### config.mk
export PLATFORM = sky130hd
export DESIGN_NAME = spi_peripheral
export DESIGN_NICKNAME = d
export VERILOG_FILES = /design/src/rtl/spi_pkg.sv /design/src/rtl/spi_sync.sv /design/src/rtl/spi_peripheral.sv
export SDC_FILE = /design/constraint.sdc
export NUM_CORES = 1
export LEC_CHECK = 0
export CAP_MARGIN = 10
export CORE_MARGIN = 1
export CORE_UTILIZATION = 41
export DETAILED_ROUTE_END_ITERATION = 8
export GPL_TIMING_DRIVEN = 0
export MAX_ROUTING_LAYER = met4
export PLACE_DENSITY = 0.63
export SYNTH_ARGS = -nofsm -noshare
export SYNTH_HDL_FRONTEND = slang
export SYNTH_SLANG_ARGS = --single-unit
export TNS_END_PERCENT = 10
### constraint.sdc
create_clock -name clk -period 2.3 [get_ports clk]
set_input_delay 0.345 -clock clk [delete_from_list [all_inputs] [get_ports clk]]
set_output_delay 0.345 -clock clk [all_outputs]
set_load 0.03 [all_outputs]
### src/rtl/spi_pkg.sv
// spi_pkg: shared types and constants for the SPI peripheral slice.
// Holds the FSM state enum, the four SPI mode encodings, the synchronizer
// depth and a small helper that selects the leading sclk edge for a CPOL.
package spi_pkg;

    typedef enum logic {
        IDLE   = 1'b0,
        ACTIVE = 1'b1
    } spiState_t;

    // Mode encoding: bit 1 is CPOL (sclk idle level), bit 0 is CPHA.
    localparam logic [1:0] MODE0 = 2'b00;
    localparam logic [1:0] MODE1 = 2'b01;
    localparam logic [1:0] MODE2 = 2'b10;
    localparam logic [1:0] MODE3 = 2'b11;

    localparam int SYNC_STAGES = 2;

    // The leading edge leaves the idle level: rising when idle low, falling when idle high.
    // Passing the inverted CPOL gives the trailing edge.
    function automatic logic leadingEdge(input logic cpol, input logic rise, input logic fall);
        return cpol ? fall : rise;
    endfunction

endpackage

### src/rtl/spi_sync.sv
// spi_sync: multi-flop synchronizer for one asynchronous pin.
// RESET_VAL is the idle level of the pin so that reset does not fake an edge.
module spi_sync
    import spi_pkg::*;
#(
    parameter int   STAGES    = SYNC_STAGES,
    parameter logic RESET_VAL = 1'b0
) (
    input  logic clk,
    input  logic rst_n,
    input  logic async_i,
    output logic sync_o
);

    logic [STAGES-1:0] stages_q;

    // Shift the raw pin through the flop chain; the last flop is the safe copy.
    always_ff @(posedge clk or negedge rst_n) begin
        if (!rst_n) begin
            stages_q <= {STAGES{RESET_VAL}};
        end else begin
            stages_q <= {stages_q[STAGES-2:0], async_i};
        end
    end

    assign sync_o = stages_q[STAGES-1];

endmodule

### src/rtl/spi_peripheral.sv
// spi_peripheral: SPI slave with oversampled pins, all four SPI modes,
// back-to-back words inside one cs frame and valid/ready word handshakes.
// Optional build macro: SPI_PERIPHERAL_FRAME_CNT_EN adds output frame_cnt[15:0],
// a wrapping count of completed words (overrun-dropped words included).
module spi_peripheral
    import spi_pkg::*;
#(
    parameter int DATA_W    = 8,
    parameter int MSB_FIRST = 1
) (
    input  logic              clk,
    input  logic              rst_n,
    input  logic              sclk,
    input  logic              cs,
    input  logic              mosi,
    input  logic [1:0]        mode,
    input  logic [DATA_W-1:0] tx_data,
    input  logic              tx_valid,
    output logic              tx_ready,
    output logic [DATA_W-1:0] rx_data,
    output logic              rx_valid,
    input  logic              rx_ready,
    output logic              miso,
    output logic              miso_oe,
    output logic              rx_overrun,
    output logic              busy
`ifdef SPI_PERIPHERAL_FRAME_CNT_EN
    ,
    output logic [15:0]       frame_cnt
`endif
);

    localparam int                CNT_W    = $clog2(DATA_W);
    localparam logic [CNT_W-1:0]  LAST_BIT = CNT_W'(DATA_W - 1);
    localparam logic [1:0]        SETTLED  = 2'(SYNC_STAGES);

    logic sclkS;
    logic csS;
    logic mosiS;

    spiState_t         state_q;
    logic [1:0]        mode_q;
    logic [CNT_W-1:0]  bitCnt_q;
    logic [DATA_W-1:0] rxShift_q;
    logic [DATA_W-1:0] rxShift_d;
    logic [DATA_W-1:0] txShift_q;
    logic              misoBit_q;
    logic              misoOe_q;
    logic              busy_q;
    logic              txReady_q;
    logic              sclkPrev_q;
    logic              csPrev_q;
    logic [1:0]        settleCnt_q;
    logic              armed_q;
    logic              pend_q;
    logic [DATA_W-1:0] pendWord_q;
    logic [DATA_W-1:0] rxData_q;
    logic              rxValid_q;
    logic              rxOverrun_q;
`ifdef SPI_PERIPHERAL_FRAME_CNT_EN
    logic [15:0]       frameCnt_q;
`endif

    logic              sclkRise;
    logic              sclkFall;
    logic              leadEdge;
    logic              trailEdge;
    logic              sampleEdge;
    logic              shiftEdge;
    logic              wordDone;
    logic [DATA_W-1:0] loadWord;

    // Bit that goes on the wire first from a freshly loaded word.
    function automatic logic outBit(input logic [DATA_W-1:0] w);
        return (MSB_FIRST != 0) ? w[DATA_W-1] : w[0];
    endfunction

    // Word left after the current output bit has been sent.
    function automatic logic [DATA_W-1:0] shiftOut(input logic [DATA_W-1:0] w);
        return (MSB_FIRST != 0) ? {w[DATA_W-2:0], 1'b0} : {1'b0, w[DATA_W-1:1]};
    endfunction

    // cs idles high, sclk and mosi idle low; reset values match so reset creates no edges.
    spi_sync #(.STAGES(SYNC_STAGES), .RESET_VAL(1'b0)) uSyncSclk (
        .clk(clk), .rst_n(rst_n), .async_i(sclk), .sync_o(sclkS)
    );
    spi_sync #(.STAGES(SYNC_STAGES), .RESET_VAL(1'b1)) uSyncCs (
        .clk(clk), .rst_n(rst_n), .async_i(cs), .sync_o(csS)
    );
    spi_sync #(.STAGES(SYNC_STAGES), .RESET_VAL(1'b0)) uSyncMosi (
        .clk(clk), .rst_n(rst_n), .async_i(mosi), .sync_o(mosiS)
    );

    // Decode synchronized sclk edges into sample/shift strobes for the latched mode.
    always_comb begin
        sclkRise   = sclkS & ~sclkPrev_q;
        sclkFall   = ~sclkS & sclkPrev_q;
        leadEdge   = leadingEdge(mode_q[1], sclkRise, sclkFall);
        trailEdge  = leadingEdge(~mode_q[1], sclkRise, sclkFall);
        sampleEdge = mode_q[0] ? trailEdge : leadEdge;
        shiftEdge  = mode_q[0] ? leadEdge : trailEdge;
        wordDone   = (state_q == ACTIVE) && !csS && sampleEdge && (bitCnt_q == LAST_BIT);
        loadWord   = tx_valid ? tx_data : '0;
        if (MSB_FIRST != 0) begin
            rxShift_d = {rxShift_q[DATA_W-2:0], mosiS};
        end else begin
            rxShift_d = {mosiS, rxShift_q[DATA_W-1:1]};
        end
    end

    // Frame FSM plus the shift datapath: start on cs falling, shift on sclk edges, stop on cs rising.
    // A frame already in progress at reset release is skipped until cs has been seen high.
    always_ff @(posedge clk or negedge rst_n) begin
        if (!rst_n) begin
            state_q     <= IDLE;
            mode_q      <= MODE0;
            bitCnt_q    <= '0;
            rxShift_q   <= '0;
            txShift_q   <= '0;
            misoBit_q   <= 1'b0;
            misoOe_q    <= 1'b0;
            busy_q      <= 1'b0;
            txReady_q   <= 1'b0;
            sclkPrev_q  <= 1'b0;
            csPrev_q    <= 1'b1;
            settleCnt_q <= '0;
            armed_q     <= 1'b0;
        end else begin
            sclkPrev_q <= sclkS;
            csPrev_q   <= csS;
            txReady_q  <= 1'b0;
            if (settleCnt_q != SETTLED) begin
                settleCnt_q <= settleCnt_q + 2'd1;
            end else if (csS) begin
                armed_q <= 1'b1;
            end

            case (state_q)
                IDLE: begin
                    if (armed_q && csPrev_q && !csS) begin
                        state_q   <= ACTIVE;
                        mode_q    <= mode;
                        busy_q    <= 1'b1;
                        misoOe_q  <= 1'b1;
                        bitCnt_q  <= '0;
                        rxShift_q <= '0;
                        txReady_q <= tx_valid;
                        if (mode[0]) begin
                            txShift_q <= loadWord;
                            misoBit_q <= 1'b0;
                        end else begin
                            txShift_q <= shiftOut(loadWord);
                            misoBit_q <= outBit(loadWord);
                        end
                    end
                end
                ACTIVE: begin
                    if (csS) begin
                        state_q   <= IDLE;
                        busy_q    <= 1'b0;
                        misoOe_q  <= 1'b0;
                        misoBit_q <= 1'b0;
                        bitCnt_q  <= '0;
                        rxShift_q <= '0;
                        txShift_q <= '0;
                    end else begin
                        if (sampleEdge) begin
                            rxShift_q <= rxShift_d;
                            if (bitCnt_q == LAST_BIT) begin
                                bitCnt_q <= '0;
                                if (mode_q[0]) begin
                                    txShift_q <= loadWord;
                                    txReady_q <= tx_valid;
                                end
                            end else begin
                                bitCnt_q <= bitCnt_q + 1'b1;
                            end
                        end
                        if (shiftEdge) begin
                            if (!mode_q[0] && (bitCnt_q == '0)) begin
                                txShift_q <= shiftOut(loadWord);
                                misoBit_q <= outBit(loadWord);
                                txReady_q <= tx_valid;
                            end else begin
                                txShift_q <= shiftOut(txShift_q);
                                misoBit_q <= outBit(txShift_q);
                            end
                        end
                    end
                end
                default: state_q <= IDLE;
            endcase
        end
    end

    // Receive handshake: a finished word lands one clk later unless the previous word is still unread.
    always_ff @(posedge clk or negedge rst_n) begin
        if (!rst_n) begin
            pend_q      <= 1'b0;
            pendWord_q  <= '0;
            rxData_q    <= '0;
            rxValid_q   <= 1'b0;
            rxOverrun_q <= 1'b0;
`ifdef SPI_PERIPHERAL_FRAME_CNT_EN
            frameCnt_q  <= '0;
`endif
        end else begin
            pend_q      <= wordDone;
            rxOverrun_q <= 1'b0;
            if (wordDone) begin
                pendWord_q <= rxShift_d;
            end
            if (pend_q) begin
                if (rxValid_q && !rx_ready) begin
                    rxOverrun_q <= 1'b1;
                end else begin
                    rxData_q  <= pendWord_q;
                    rxValid_q <= 1'b1;
                end
            end else if (rxValid_q && rx_ready) begin
                rxValid_q <= 1'b0;
            end
`ifdef SPI_PERIPHERAL_FRAME_CNT_EN
            if (pend_q) begin
                frameCnt_q <= frameCnt_q + 16'd1;
            end
`endif
        end
    end

    assign tx_ready   = txReady_q;
    assign rx_data    = rxData_q;
    assign rx_valid   = rxValid_q;
    assign rx_overrun = rxOverrun_q;
    assign busy       = busy_q;
    assign miso_oe    = misoOe_q;
    assign miso       = misoOe_q & misoBit_q;
`ifdef SPI_PERIPHERAL_FRAME_CNT_EN
    assign frame_cnt  = frameCnt_q;
`endif

endmodule

==> summary.txt <==
First-pass GRT wire length: 7452 microns
DR iter-0 viols: 117
Row count: 27
XOR/XNOR share of the synthesized area: 0.01027
Largest family of logic cells by synthesized area: compound AO/OA/AOI/OAI gates
Initial core utilization: 0.4346
Vias: 1646
Critical Path Most Common Cell: a31oi_1
CP cell instances: inv_1 -> ha_1 -> nor3b_4 -> buf_2 -> a31oi_1 -> o32a_1 -> a31oi_1
FF+latch count, synth: 54
Buffers on Ports: 29
Mean Syn Cell Area: 12.07 sq um
H-tree depth: 2
ANT cells: 0
Share of cells above drive strength 1: 0.1875
CP Max Fanout: 10
Layout Nets: 260
RSZ-0062 raised after global routing: false
Commonest non-fill, non-tap cells in the layout: 51 x dfrtp_1, 28 x clkdlybuf4s50_1, 18 x mux2_2
Hold Crit Class: input port to asynchronous set/reset pin
Largest net degree at the start of global routing: 33
WL final: 4327 microns
Final hold violation count: 0
Initial antenna violation count: 0
Simple-gate share of the synthesized area: 0.1083
PwrDens: 693.1 nW/um^2
Worst setup EP type: flop
Total GRT Usage: 0.1564
Status: finished clean
CP bufs+invs: 2
Commonest non-fill, non-tap cell in the layout: dfrtp_1
GP Congestion: 0.7571
Design Area, Final: 2960 sq um
Sw frac: 0.2594
Rel. slew slack: 0.5317
Proportion of synthesized area in mux cells: 0.1222
Number of max-cap violations: 0
Core footprint: 5608 sq um
Compound-Gate Fraction of Synth Area: 0.1514
Maximum resistive drop on vdd: 0.0004340 V
Die Height: 79.10 microns
Flop pwr share: 0.507
Max Clk Rate: 502.0 MHz
Clk slew on worst S/H paths: 0.10 ns
Max stage delay cell, worst path: dfrtp_1
Worst setup SP type: flop
CTS buffer count: 5
Number of global-route vias before repair: 1564
Arrival time worst endpoint: 2.22 ns
DRT Pass-1 Iters: 4
Clk buf depth: 2
Total clock sinks: 54
Gate Count Post-Synth: 202
Crit Path Category: flop to flop
DP Worst Slack: 0.2115 ns
Delay-heaviest family, CP: compound AO/OA/AOI/OAI gates
Post-DRT Antenna Nets: 0
DRC: 0
Post-DP HPWL: 3002 microns
Internal power: 1.520 mW
Total number of yosys warnings: 0
Combinational power share: 0.167
Clock Latency Late Sink: 0.30 ns
Syn Nets: 223
Clock group share of total power: 0.326
Gr ovfl total: 0
TritonCTS clock tree: done
WP data required: 2.53 ns
Switch Pwr: 0.5323 mW
Hold WS: 0.01660 ns
Tmin final: 1.992 ns
Tot Pwr: 2.052 mW
Max incr delay on CP: 0.40 ns
Via density: 5.276
Synth-to-Final Area Change: 21.46%
Ports: 31
Post-synth cell types: 41
Layout Skew: 0.007321 ns
Adder-Cell Fraction of Synth Area: 0.02053
Die X: 79.10 microns
Mapped Area: 2437 sq um
Leak: 1.338 nW
Placement Cell Area: 2833 sq um
Worst Tran Pin Value: 0.7024 ns
Root Driver: clkbuf_8
Sequential-to-total area share from yosys stat: 0.5560
Slew Limit Fails: 0
Final WS setup: 0.3079 ns
Crit share post-route: 0.8661
Final Setup Violations: 0
WL/cell: 13.87 microns
Die ar.: 6257 sq um
[layout make-up]
class	instances	area (sq um)
Fill cell	534	2648
Sequential cell	54	1355
Multi-Input combinational cell	131	1012
Timing Repair Buffer	30	305.3
Tap cell	72	90.09
Clock buffer	6	82.58
Buffer	10	50.05
Clock inverter	2	38.79
Inverter	7	26.28
[Yosys cell counts]
cell type,instances,area [sq um]
dfrtp_1,51,1276
mux2_2,18,202.7
a31oi_1,14,87.58
nand2_1,13,48.80
nor2_1,12,45.04
nor2b_1,11,68.82
a22o_1,8,70.07
inv_1,7,26.28
mux2i_1,7,70.07
o32a_1,7,70.07
a21oi_1,5,25.02
ha_1,4,50.05
and2_1,3,18.77
buf_2,3,15.01
dfstp_2,3,78.83
nand2b_1,3,18.77
o21ai_0,3,15.01
a21o_1,2,15.01
buf_1,2,7.510
buf_4,2,15.01
clkbuf_1,2,7.510
nor3_1,2,10.01
nor3b_1,2,15.01
a31o_2,1,8.760
a31oi_4,1,21.27
a32o_1,1,10.01
a41o_1,1,10.01
and3_1,1,6.260
and3b_1,1,8.760
clkbuf_2,1,5.000
mux2_1,1,11.26
mux2i_2,1,13.76
nand2_2,1,6.260
nand3_1,1,5.000
nor3b_2,1,12.51
o211ai_1,1,7.510
o21a_1,1,7.510
o21ba_2,1,10.01
o21bai_2,1,11.26
xnor2_1,1,8.760
xor2_2,1,16.27
[routing by layer]
layer,global-route usage,share of wire,vias up
met2,0.2345,0.45,28
met3,0.03333,0.037,3
met1,0.2181,0.50,810
met5,-,0,-
li1,-,-,805
met4,0.03636,0.0060,0
[flip-flops by register name, indices dropped and copies added, names as in the netlist]
name	flops
armed_q	1
bitCnt_q	3
busy	1
csPrev_q	1
misoBit_q	1
mode_q	2
pendWord_q	8
pend_q	1
rxShift_q	7
rx_data	8
rx_overrun	1
rx_valid	1
sclkPrev_q	1
settleCnt_q	2
state_q	1
txShift_q	8
tx_ready	1
uSyncCs.stages_q	2
uSyncMosi.stages_q	2
uSyncSclk.stages_q	2
[path summary, 6_finish.rpt]
path,from,end,slack [ns],cells after the start
setup / recovery,bitCnt_q[0],txShift_q[6],0.31,7
hold / removal,rst_n,rx_data[6],0.02,1
setup reg to reg,bitCnt_q[0],txShift_q[6],0.31,7
hold reg to reg,uSyncSclk.stages_q[0],uSyncSclk.stages_q[1],0.36,0
max in group asynchronous,rst_n,uSyncCs.stages_q[0],1.67,2
min in group clk,uSyncSclk.stages_q[0],uSyncSclk.stages_q[1],0.36,0
[through the flow]
step,setup TNS [ns],instances,util
after floorplan,0,202,-
after global placement,-40.95,303,0.5025
after detailed placement,0,304,0.5051
after CTS,0,312,0.5268
after global routing,0,312,0.5279
final,0,312,0.5279
[repair_timing]
| item | in CTS | in global routing |
|---|---|---|
| endpoints found under the setup margin | 0 | 1 |
| hold buffers | 0 | 0 |
| resized for setup | 0 | 1 |
| buffers inserted | 0 | 0 |
[power groups by stage]
stage          sequential (mW)  clock [mW]  combinational [mW]
6_report                  1.04       0.669               0.342
5_1_grt                   1.05       0.725               0.375
4_1_cts                   1.04       0.691               0.342
3_5_place_dp              1.06           0               0.341
3_3_place_gp              1.06           0               0.337
2_1_floorplan             1.06           0               0.220
[kinds of logic (layout without fill, tap and decap cells)]
kind of cell / count (synthesis) / count (layout)
AO/OA/AOI/OAI: 47 / 47
XOR/XNOR: 2 / 2
adder cells (fa/ha/maj): 4 / 4
buffers and inverters: 17 / 55
flip-flops: 54 / 54
multiplexers: 27 / 27
AND/OR/NAND/NOR: 51 / 51
No activity file was read; power rests on OpenSTA's default activity.
